<file path="src/rtl/rtc_hms_counter.sv">
// BCD hours:minutes:seconds time-of-day counter driven by a 1 Hz tick.
// Provides second/midnight strobes and a freeze-and-increment set mode.
module rtc_hms_counter #(
  parameter int EDGE_DETECT = 1,
  parameter int INIT_HH     = 0,
  parameter int INIT_MM     = 0,
  parameter int INIT_SS     = 0
) (
  input  logic       clk,
  input  logic       rst,
  input  logic       tick_in,
  input  logic       set_en,
  input  logic [1:0] set_sel,
  input  logic       set_inc,
  output logic [3:0] hh_t,
  output logic [3:0] hh_o,
  output logic [3:0] mm_t,
  output logic [3:0] mm_o,
  output logic [3:0] ss_t,
  output logic [3:0] ss_o,
  output logic       sec_pulse,
  output logic       day_pulse
);

  localparam logic [7:0] INIT_H = {4'(INIT_HH / 10), 4'(INIT_HH % 10)};
  localparam logic [7:0] INIT_M = {4'(INIT_MM / 10), 4'(INIT_MM % 10)};
  localparam logic [7:0] INIT_S = {4'(INIT_SS / 10), 4'(INIT_SS % 10)};

  logic [7:0] hh;
  logic [7:0] mm;
  logic [7:0] ss;
  logic       tick_d;

  logic [7:0] hh_n;
  logic [7:0] mm_n;
  logic [7:0] ss_n;
  logic       sec_n;
  logic       day_n;
  logic       adv;

  function automatic logic [7:0] inc60(input logic [7:0] v);
    logic [7:0] r;
    if (v == 8'h59)
      r = 8'h00;
    else if (v[3:0] == 4'd9)
      r = {v[7:4] + 4'd1, 4'd0};
    else
      r = {v[7:4], v[3:0] + 4'd1};
    return r;
  endfunction

  function automatic logic [7:0] inc24(input logic [7:0] v);
    logic [7:0] r;
    if (v == 8'h23)
      r = 8'h00;
    else if (v[3:0] == 4'd9)
      r = {v[7:4] + 4'd1, 4'd0};
    else
      r = {v[7:4], v[3:0] + 4'd1};
    return r;
  endfunction

  assign adv = (EDGE_DETECT != 0) ? (tick_in & ~tick_d) : tick_in;

  // Next-time selection: tick advance with carries, or a set-mode field bump.
  always_comb begin
    hh_n  = hh;
    mm_n  = mm;
    ss_n  = ss;
    sec_n = 1'b0;
    day_n = 1'b0;
    if (!set_en) begin
      if (adv) begin
        sec_n = 1'b1;
        ss_n  = inc60(ss);
        if (ss == 8'h59) begin
          mm_n = inc60(mm);
          if (mm == 8'h59) begin
            hh_n  = inc24(hh);
            day_n = (hh == 8'h23);
          end
        end
      end
    end else if (set_inc) begin
      case (set_sel)
        2'b00:   ss_n = inc60(ss);
        2'b01:   mm_n = inc60(mm);
        2'b10:   hh_n = inc24(hh);
        default: ;
      endcase
    end
  end

  // Time, strobe and tick-history registers.
  always_ff @(posedge clk) begin
    if (!rst) begin
      hh        <= INIT_H;
      mm        <= INIT_M;
      ss        <= INIT_S;
      tick_d    <= 1'b1;
      sec_pulse <= 1'b0;
      day_pulse <= 1'b0;
    end else begin
      hh        <= hh_n;
      mm        <= mm_n;
      ss        <= ss_n;
      tick_d    <= tick_in;
      sec_pulse <= sec_n;
      day_pulse <= day_n;
    end
  end

  assign hh_t = hh[7:4];
  assign hh_o = hh[3:0];
  assign mm_t = mm[7:4];
  assign mm_o = mm[3:0];
  assign ss_t = ss[7:4];
  assign ss_o = ss[3:0];

endmodule

</file>
<file path="config.mk">
export PLATFORM = sky130hd
export DESIGN_NAME = rtc_hms_counter
export DESIGN_NICKNAME = d
export VERILOG_FILES = /design/src/rtl/rtc_hms_counter.sv
export SDC_FILE = /design/constraint.sdc
export NUM_CORES = 1
export LEC_CHECK = 0
export CORE_MARGIN = 2
export CORE_UTILIZATION = 50
export CTS_CLUSTER_DIAMETER = 150
export DETAILED_ROUTE_END_ITERATION = 10
export MAX_ROUTING_LAYER = met4
export PLACE_DENSITY = 0.79
export SETUP_SLACK_MARGIN = 0.4
export SLEW_MARGIN = 10
export SYNTH_ARGS = -nofsm -noshare
export SYNTH_HDL_FRONTEND = slang
export SYNTH_SLANG_ARGS = --single-unit
</file>
<file path="constraint.sdc">
create_clock -name clk -period 2.3 [get_ports clk]
set_clock_uncertainty 0.15 [all_clocks]
set_input_delay 0.345 -clock clk [delete_from_list [all_inputs] [get_ports clk]]
set_output_delay 0.345 -clock clk [all_outputs]
set_load 0.02 [all_outputs]
</file>
After elaboration in Yosys (flattened, before gate mapping)
Cells that the tools add are included.
- register bits after elaboration: 27
- latch bits: 0
- memory bits (writable): 0
- ROM bits: 0
- output and inout port bits: 26
- word-level logic and storage cells: 61
- memories kept: 0
- $add $sub $neg: 6
- $mul: 0
- divide/modulo/power cells: 0
- $lt $le $gt $ge: 0
- equality and inequality tests: 12
- shift-type cells: 0
- muxes and demuxes: 22
- bitwise logic cells: 6
- reductions and logical operators: 9
- operator list (cell ; count):
    $mux 8 ; 21
    $add 4x1->4 const B ; 6
    $eq 8x7->1 const B ; 2
    $eq 4x4->1 const B ; 3
    $eq 8x6->1 const B ; 1
    $ne 2x1->1 const B ; 4
    $reduce_bool 2->1 ; 3
    $not 1->1 ; 5
    $reduce_and 5->1 ; 1
    $reduce_or 5->1 ; 1
    $reduce_and 4->1 ; 1
    $reduce_and 3->1 ; 1
    $eq 2x1->1 const B ; 1
    $eq 2x2->1 const B ; 1
    $logic_not 2->1 ; 1
    $reduce_or 2->1 ; 1
    $and 1x1->1 ; 1
    $mux 1 ; 1

Longest topological paths before layout
- word-level depth: 7
- depth in mapped cells: 8
- mapped depth without buffers: 6

Worst setup path before layout
OpenSTA, ideal clock, no wires.
- path type: reg2reg
- start: register ss[1]
- end: register mm[3]
- setup time: 0.119 ns
- arrival: 1.756 ns
- required time: 2.031 ns
- setup slack: 0.276 ns
- stages on the path, launching flop included: 9
- period minus slack after synthesis: 2.024 ns
- path through: dfxtp_1 -> inv_1 -> ha_1 -> and3b_1 -> buf_6 -> a31oi_2 -> buf_2 -> nor2_1 -> o221a_2
- cells in the longest elaborated chain, start to end: 3
- ends and longest elaborated chain (what ; line ; text):
    from (decl) ; 31 ; logic [7:0] ss;
    from (signal assigned) ; 106 ; ss <= ss_n;
    $eq 8x7->1 ; 76 ; if (ss == 8'h59) begin
    $reduce_bool 2->1 (no line) ; n/a ;
    $reduce_and 4->1 (no line) ; n/a ;
    to (signal assigned) ; 105 ; mm <= mm_n;
    to (decl) ; 30 ; logic [7:0] mm;
Every way passes these cells.
A chain may end at the register's enable or synchronous reset.

Worst setup path after layout
- start: register ss[0]
- end: register mm[3]
Same word-level chain as after synthesis.

==> results.cfg <==
[run_status]
status = finished, final reports clean

[die]
initial_core_util_pct = 53.9
fp-row-count = 19
coreArea_mm2 = 0.00281
die_h_um = 59.0
dieArea_mm2 = 0.00348
io_pins = 33
dieWidth_um = 59.0

[pwr]
power.share.switching_pct = 26.3
intPower_w = 0.000578
vdd_ir_drop_max_v = 0.000221
power_frac_seq_pct = 60.6
p_clk_share_pct = 27.6
power_density_mw_per_mm2 = 350
pwr-share-comb_pct = 11.9
p_switching_w = 0.000207
leakage_nw = 1.02

[setup_path]
cp_max_fo = 6
cp-end-kind = register
crit_type = reg -> reg
critPathLaunchType = register
worst_ep_required_time_ps = 2390
arrival_ps = 2050

[global_routing]
top_usage_layer = met2
grt_pass1_wl_um = 6030
antenna_found_initial = 0
grt_pass1_vias = 1380
grt_util_met3_pct = 2.84
grt_max_degree = 17
met2_usage_pct = 37.6
gr-total-overflow = 0
global_route.usage.met1_pct = 28.3
grt_use_total_pct = 22.9

[routing]
drc_errors = 0
drtIter0Drc = 89
wirelength_um = 4440
routed_via_density = 6.18
ant_nets = 0
dr.pass1.iters = 4
routedWlPerCell_um = 17.4
vias = 1575

[synth]
synth_compound_area_share_pct = 21.3
ys_seq_area_share_pct = 35.7
yosysWarnings = 0
synth_top_family_by_area = simple AND/OR/NAND/NOR gates
synth_top_cell_by_area = dfxtp_1
ys_top_cells_by_area = dfxtp_1 36%, ha_1 8.3%, o21ai_0 4.0%
muxShareOfSynthArea_pct = 2.07
ys.flop_type = dfxtp_1
synthAdderAreaFrac_pct = 8.27
ys_ff_latch = 27
async_flop_share_pct = 0
syn-num-nets = 184
syn_area_per_cell_um2 = 9.06
synth_area_mm2 = 0.00151
synthSimpleGateAreaFrac_pct = 24.3
synthCells = 167
synth_edf_count = 0
ys_types = 46
synth_xor_area_share_pct = 2.32
synth_top_area_share_pct = 35.7

[placement]
dp_hpwl_um = 2620
dpl_cell_area_mm2 = 0.00188
port_buffers = 32
dp_slack_ps = -25.1
place.gp.congestion = 0.853

[clock_tree]
clk_latency_ps = 340
cts_sinks = 27
clk_pin_slew_ps = 160
clockBufferDepth = 2
cts_buffers = 3
cts_tree = yes
cts_root_buf = clkbuf_4
cts_max_level = 1

[sta]
setup_viol = 0
period_share_pct = 85.2
worst_pin_slew_ps = 415
min_period_ps = 1960
maxSlewViolCount = 0
rsz0062_at_grt = true
hold_viol_final = 0
finalHoldWorstSlack_ps = 158
setup_slack_ps = 339
max_slew_margin_pct = 72.2
max_freq_ghz = 0.510

[hold_path]
hold_path.class = in -> reg

[finish]
area_growth_pct = 48.4
seqCellArea_um2 = 563
drive_gt1_share_pct = 30.8
multi_input_area_mm2 = 0.00101
fin_nets = 242
antenna-diode-count = 0
final_area_mm2 = 0.00224
fillCellCount = 182

[flow_run]
max_cap_viol_count = 0
[cell usage after synthesis, types with 2 or more instances]
cell type / number
dfxtp_1: 27
nor2_1: 14
o21ai_0: 12
a21oi_1: 10
ha_1: 10
inv_1: 9
nand2_1: 9
nand3_1: 6
or4_1: 5
and3b_1: 4
or3_1: 4
a211oi_1: 3
a31oi_1: 3
buf_2: 3
o311ai_0: 3
o31ai_1: 3
xor2_1: 3
and4b_1: 2
and4bb_2: 2
buf_6: 2
clkbuf_1: 2
mux2i_1: 2
nand2b_1: 2
nor3_1: 2
nor3b_1: 2
o41ai_1: 2
or2_2: 2
[sequential cells by signal, summed over array words and instances, names as in the netlist]
| register | flops |
|---|---|
| mm | 8 |
| tick_d | 1 |
| day_pulse | 1 |
| ss | 8 |
| sec_pulse | 1 |
| hh | 8 |
[kinds of logic after synthesis]
logic type,Yosys count
AOI/OAI and AO/OA,44
muxes,3
xor gates and xnor gates,4
adders and majority gates,10
buffers and inverters,18
and+or+nand+nor,61
DFF,27
[final timing paths]
path                      start            endpoint  slack, ps  cells after the start
min                     tick_in   tick_d$_SDFF_PN1_        160                      2
min reg2reg  mm[7]$_SDFFE_PN0P_  mm[7]$_SDFFE_PN0P_        370                      2
max reg2reg  ss[0]$_SDFFE_PN0P_  mm[3]$_SDFFE_PN0P_        340                      7
max          ss[0]$_SDFFE_PN0P_  mm[3]$_SDFFE_PN0P_        340                      7
[area by class of cell]
type | count | share of cell area, %
repair buffers | 59 | 25.2
inverters | 10 | 1.67
clock inverters | 1 | 0.223
clock buffers | 3 | 1.00
flip-flops and latches | 27 | 25.1
well taps | 31 | 1.73
multi-input cells | 124 | 45.1
[routing by layer]
| layer | up-vias | wire, µm |
|---|---|---|
| met4 | 0 | 104 |
| met1 | 772 | 1860 |
| met3 | 14 | 201 |
| met5 | - | 0 |
| met2 | 51 | 2270 |
| li1 | 738 | - |
[power by group through the flow]
stage	Clock, W	Combinational, W	Sequential, W
after floorplan	0	0.0000325	0.000493
after global placement	0	0.0000698	0.000489
after detailed placement	0	0.0000719	0.000490
after CTS	0.000219	0.0000757	0.000480
after global routing	0.000235	0.0000990	0.000476
final	0.000216	0.0000933	0.000475
[critical path: stages (launching register included)]
cell	delay, ps
dfxtp_4	400
ha_4	150
and3b_2	290
buf_6	150
a31oi_4	260
buf_6	150
nor2_1	40
o221a_2	260
[through the flow]
| stage | total power (W) | TNS [ps] | instances | util [%] |
|---|---|---|---|---|
| global route | 0.000810 | 0 | 255 | 80.0 |
| global placement | 0.000559 | 0 | 229 | 67.0 |
| detailed placement | 0.000562 | -25.1 | 229 | 67.0 |
| finish | 0.000785 | 0 | 255 | 80.0 |
| floorplan | 0.000526 | 0 | 167 | - |
| CTS | 0.000775 | 0 | 240 | 70.6 |
[cell usage in the layout, fill, tap and decap left out, types with 2 or more instances in the layout]
master	netlist	routed
dfxtp_1	27	19
inv_2	0	2
or3_1	4	4
and3b_2	0	4
or4_1	5	4
and4bb_2	2	2
a31oi_4	0	2
o21ai_0	12	11
o311ai_0	3	2
and4b_1	2	2
buf_4	1	19
a211oi_1	3	3
inv_1	9	7
dfxtp_2	0	3
nor2_1	14	14
ha_4	0	2
clkdlybuf4s50_1	0	15
clkbuf_4	0	3
nand3_1	6	6
nand2b_1	2	2
a21oi_1	10	8
or2_2	2	2
a21oi_2	0	2
dlymetal6s2s_1	0	9
o31ai_1	3	2
a31oi_1	3	3
o41ai_1	2	2
buf_6	2	8
nand2_1	9	9
xor2_1	3	3
dfxtp_4	0	5
mux2i_1	2	2
ha_1	10	7
dlygate4sd2_1	0	8
[repair_timing]
action / CTS / global route
pin swaps: 3 / 9
resized for setup: 16 / 40
setup buffers: 7 / 13
endpoints found under the setup margin: 23 / 24
hold endpoints to repair: 0 / 0
gates cloned: 0 / 2
hold buffers: 0 / 0
Note: power is estimated with default switching activity, not from simulation.
==> edit (config.mk and constraints unchanged) <==
Remove the register `sec_pulse`: a continuous assignment takes its place, so the output `sec_pulse` follows one clock earlier.
--- a/src/rtl/rtc_hms_counter.sv
+++ b/src/rtl/rtc_hms_counter.sv
@@ -98,17 +98,17 @@
       mm        <= INIT_M;
       ss        <= INIT_S;
       tick_d    <= 1'b1;
-      sec_pulse <= 1'b0;
       day_pulse <= 1'b0;
     end else begin
       hh        <= hh_n;
       mm        <= mm_n;
       ss        <= ss_n;
       tick_d    <= tick_in;
-      sec_pulse <= sec_n;
       day_pulse <= day_n;
     end
   end
+
+  assign sec_pulse = sec_n;
 
   assign hh_t = hh[7:4];
   assign hh_o = hh[3:0];
Formal check against the unedited RTL: not equivalent (a bounded check fails within 4 cycles, from zero or initial values and one cycle with rst low).
==> edit against the unedited design <==
- non-clock buffer count fell by 13
- routed wire length fell by 20%
- power fell by 3.2%
- synthesized area fell by 4.4%
- sequential share of layout area rose by 0.95 points
- sequential cell count fell by 1
- final area fell by 8.1%
- count of clock-buffer cells in the layout rose by 1
- cell count fell by 6.3%
- utilization fell by 5.2 points
- sequential power fell by 4%
- worst setup slack improved by 0.041 ns
- critical path type unchanged
- critical endpoint is now mm[0]$_SDFFE_PN0P_
- largest power group unchanged
- highest routed layer unchanged
==> edit: results (changes against the unedited design) <==
The total placed cells including tap cells came out at 228 (-0.44%). The min-delay analysis places its worst path in the category reg2reg. The initial antenna violation count is 0 (unchanged). The sequential fraction of the synthesis area came to 0.360 (+0.00254).

The launch point of the worst hold path is hh[1]$_SDFFE_PN0P_. The worst register-to-register path begins at ss[1]$_SDFFE_PN0P_. The critical register-to-register path endpoint is mm[0]$_SDFFE_PN0P_. By count the netlist is led by sky130_fd_sc_hd__dfxtp_1, sky130_fd_sc_hd__a21oi_1, sky130_fd_sc_hd__nor2_1.

Yosys attributes the largest share of cell area to sky130_fd_sc_hd__dfxtp_1, sky130_fd_sc_hd__ha_1, sky130_fd_sc_hd__mux2i_1, sky130_fd_sc_hd__a21oi_1, sky130_fd_sc_hd__o21ai_0. The run finished with clean final reports. The worst-case register-to-register setup slack came out at 0.38 ns (+0.04 ns).

The leakage power summed over all cells is 1.05 nW (+2.8%). The headroom to the max-slew limit is 0.686 (-0.0358). The number of cells on the worst hold path is 2 (unchanged). The number of different library cells in the post-synthesis netlist came out at 41 (-11%). The half-perimeter wire length after detailed placement was 2550 um (-2.5%). The arrival time reported for the critical path endpoint is 2.04 ns. The depth of the worst register-to-register path came out at 7 (unchanged). The initial DRC count came out at 43 (-52%).

The post-detailed-route via-to-cell ratio came out at 5.89 (-4.6%). The via count of the first global-routing pass is 1385 (+0.36%). In the final layout, the registers with the most flip-flops are hh: 8 flops, mm: 8 flops, ss: 8 flops.

The highest ir drop seen on vdd is 0.372 mV (+68%). The share of cells above drive strength 1 is 0.207 (-0.101). The iteration count of the initial detailed-routing pass came out at 4 (unchanged). The clock-pin slew on the worst setup and hold paths came out at 0.14 ns (-0.02 ns).

The later pin in the worst-skew pair is clocked with a latency of 0.33 ns. The final antenna diode count came out at 0 (unchanged). The path with the worst hold slack has its endpoint at hh[1]$_SDFFE_PN0P_.

The aggregate global-route resource usage is 0.234 (+0.00533). In this run the clock root is driven by a sky130_fd_sc_hd__clkbuf_4. The buffer levels on the longest clock path is 2 (unchanged). The total of warnings raised by yosys is 0 (unchanged). The post-detailed-route DRC marker count came out at 0 (unchanged).

The number of I/O port buffers came to 32 (unchanged). The largest driver fanout on the critical path came out at 7 (+1). The net count after synthesis is 180 (-2.2%). The pin count of the biggest net entering global routing came out at 15 (-2). The routability congestion estimate is 0.863 (+1.1%). The number of buffers added by the clock tree synthesis step came to 3 (unchanged). The average cell area after synthesis is 8.87 um^2 (-2.0%). The proportion of register bits with asynchronous set or reset after synthesis was 0 (unchanged).

The post-layout instance count excluding filler cells came out at 239 (-6.3%). The maximum level of the CTS H-tree is 1 (unchanged). The final wirelength is 3560 um (-20%). The first-pass GRT wire length came to 5990 um (-0.68%).
==> edit: cell count changes after synthesis, sizes merged, moves of 3 or more <==
cell / unedited run / this run
o31ai: 3 / 0
xor2: 3 / 0
o311ai: 3 / 0
a21oi: 10 / 14
mux2i: 2 / 9
nor3: 2 / 6
a31oi: 4 / 1
a211oi: 3 / 0
nand3b: 1 / 4
buf: 6 / 1
==> edit: repair_timing <==
action,CTS,global route
resized for setup,18,29
hold buffers,0,0
endpoints found under the setup margin,20,32
pin swaps,4,4
setup buffers,5,2
cloned,0,0
==> edit: worst max-delay path by stage <==
stage                                  start            endpoint  cells past startpoint
after CTS                 ss[4]$_SDFFE_PN0P_             ss_t[0]                      2
after floorplan           ss[1]$_SDFFE_PN0P_  mm[7]$_SDFFE_PN0P_                      6
after global placement               tick_in  mm[7]$_SDFFE_PN0P_                      5
after global routing      ss[1]$_SDFFE_PN0P_  mm[5]$_SDFFE_PN0P_                      6
final                     ss[1]$_SDFFE_PN0P_  mm[0]$_SDFFE_PN0P_                      7
after detailed placement              set_en  mm[7]$_SDFFE_PN0P_                      4
==> edit: where the power goes <==
part           switching, mW  internal, mW  total (mW)
Clock                  0.140        0.0970       0.237
Combinational         0.0335        0.0332      0.0667
Sequential           0.00516         0.452       0.457
Total                  0.178         0.582       0.760
==> edit: critical path: stages, from the launching register on <==
cell and delay, ns:
sky130_fd_sc_hd__dfxtp_2 0.37, sky130_fd_sc_hd__inv_2 0.07, sky130_fd_sc_hd__ha_4 0.15, sky130_fd_sc_hd__nand3b_4 0.08, sky130_fd_sc_hd__o41a_1 0.47, sky130_fd_sc_hd__buf_6 0.16, sky130_fd_sc_hd__or3_1 0.29, sky130_fd_sc_hd__a21oi_1 0.12
==> edit: area by class of cell <==
class	count	area [um^2]
Fill cell	198	696
Tap cell	31	38.8
Timing Repair Buffer	46	459
Clock buffer	4	36.3
Sequential cell	26	537
Multi-Input combinational cell	124	961
Inverter	8	30.0
==> edit: stage by stage <==
stage | cell area, um^2 | worst slack (ns) | hold WS (ns) | util
floorplan | 1460 | 0.401 | 0.296 | -
global placement | 1850 | 0.0632 | 0.332 | 0.670
detailed placement | 1850 | 0.0145 | 0.348 | 0.670
CTS | 1950 | 0.356 | 0.351 | 0.706
global route | 2060 | 0.304 | 0.379 | 0.748
finish | 2060 | 0.380 | 0.362 | 0.748
==> edit: routing by layer <==
layer  wire length [um]  share of wire  track usage  vias up
li1                   -              -            -      695
met1               1430           0.40        0.258      669
met4                 42          0.012        0.110        0
met3                157          0.044       0.0290        6
met2               1920           0.54        0.417       38
met5                  0              0            -        -
==> edit: kinds of logic after synthesis <==
family,after synthesis,synth area share
DFF,26,0.360
muxes,9,0.0623
adders and majority gates,10,0.0865
AOI/OAI and AO/OA,35,0.146
and+or+nand+nor,70,0.311
buffers and inverters,13,0.0346
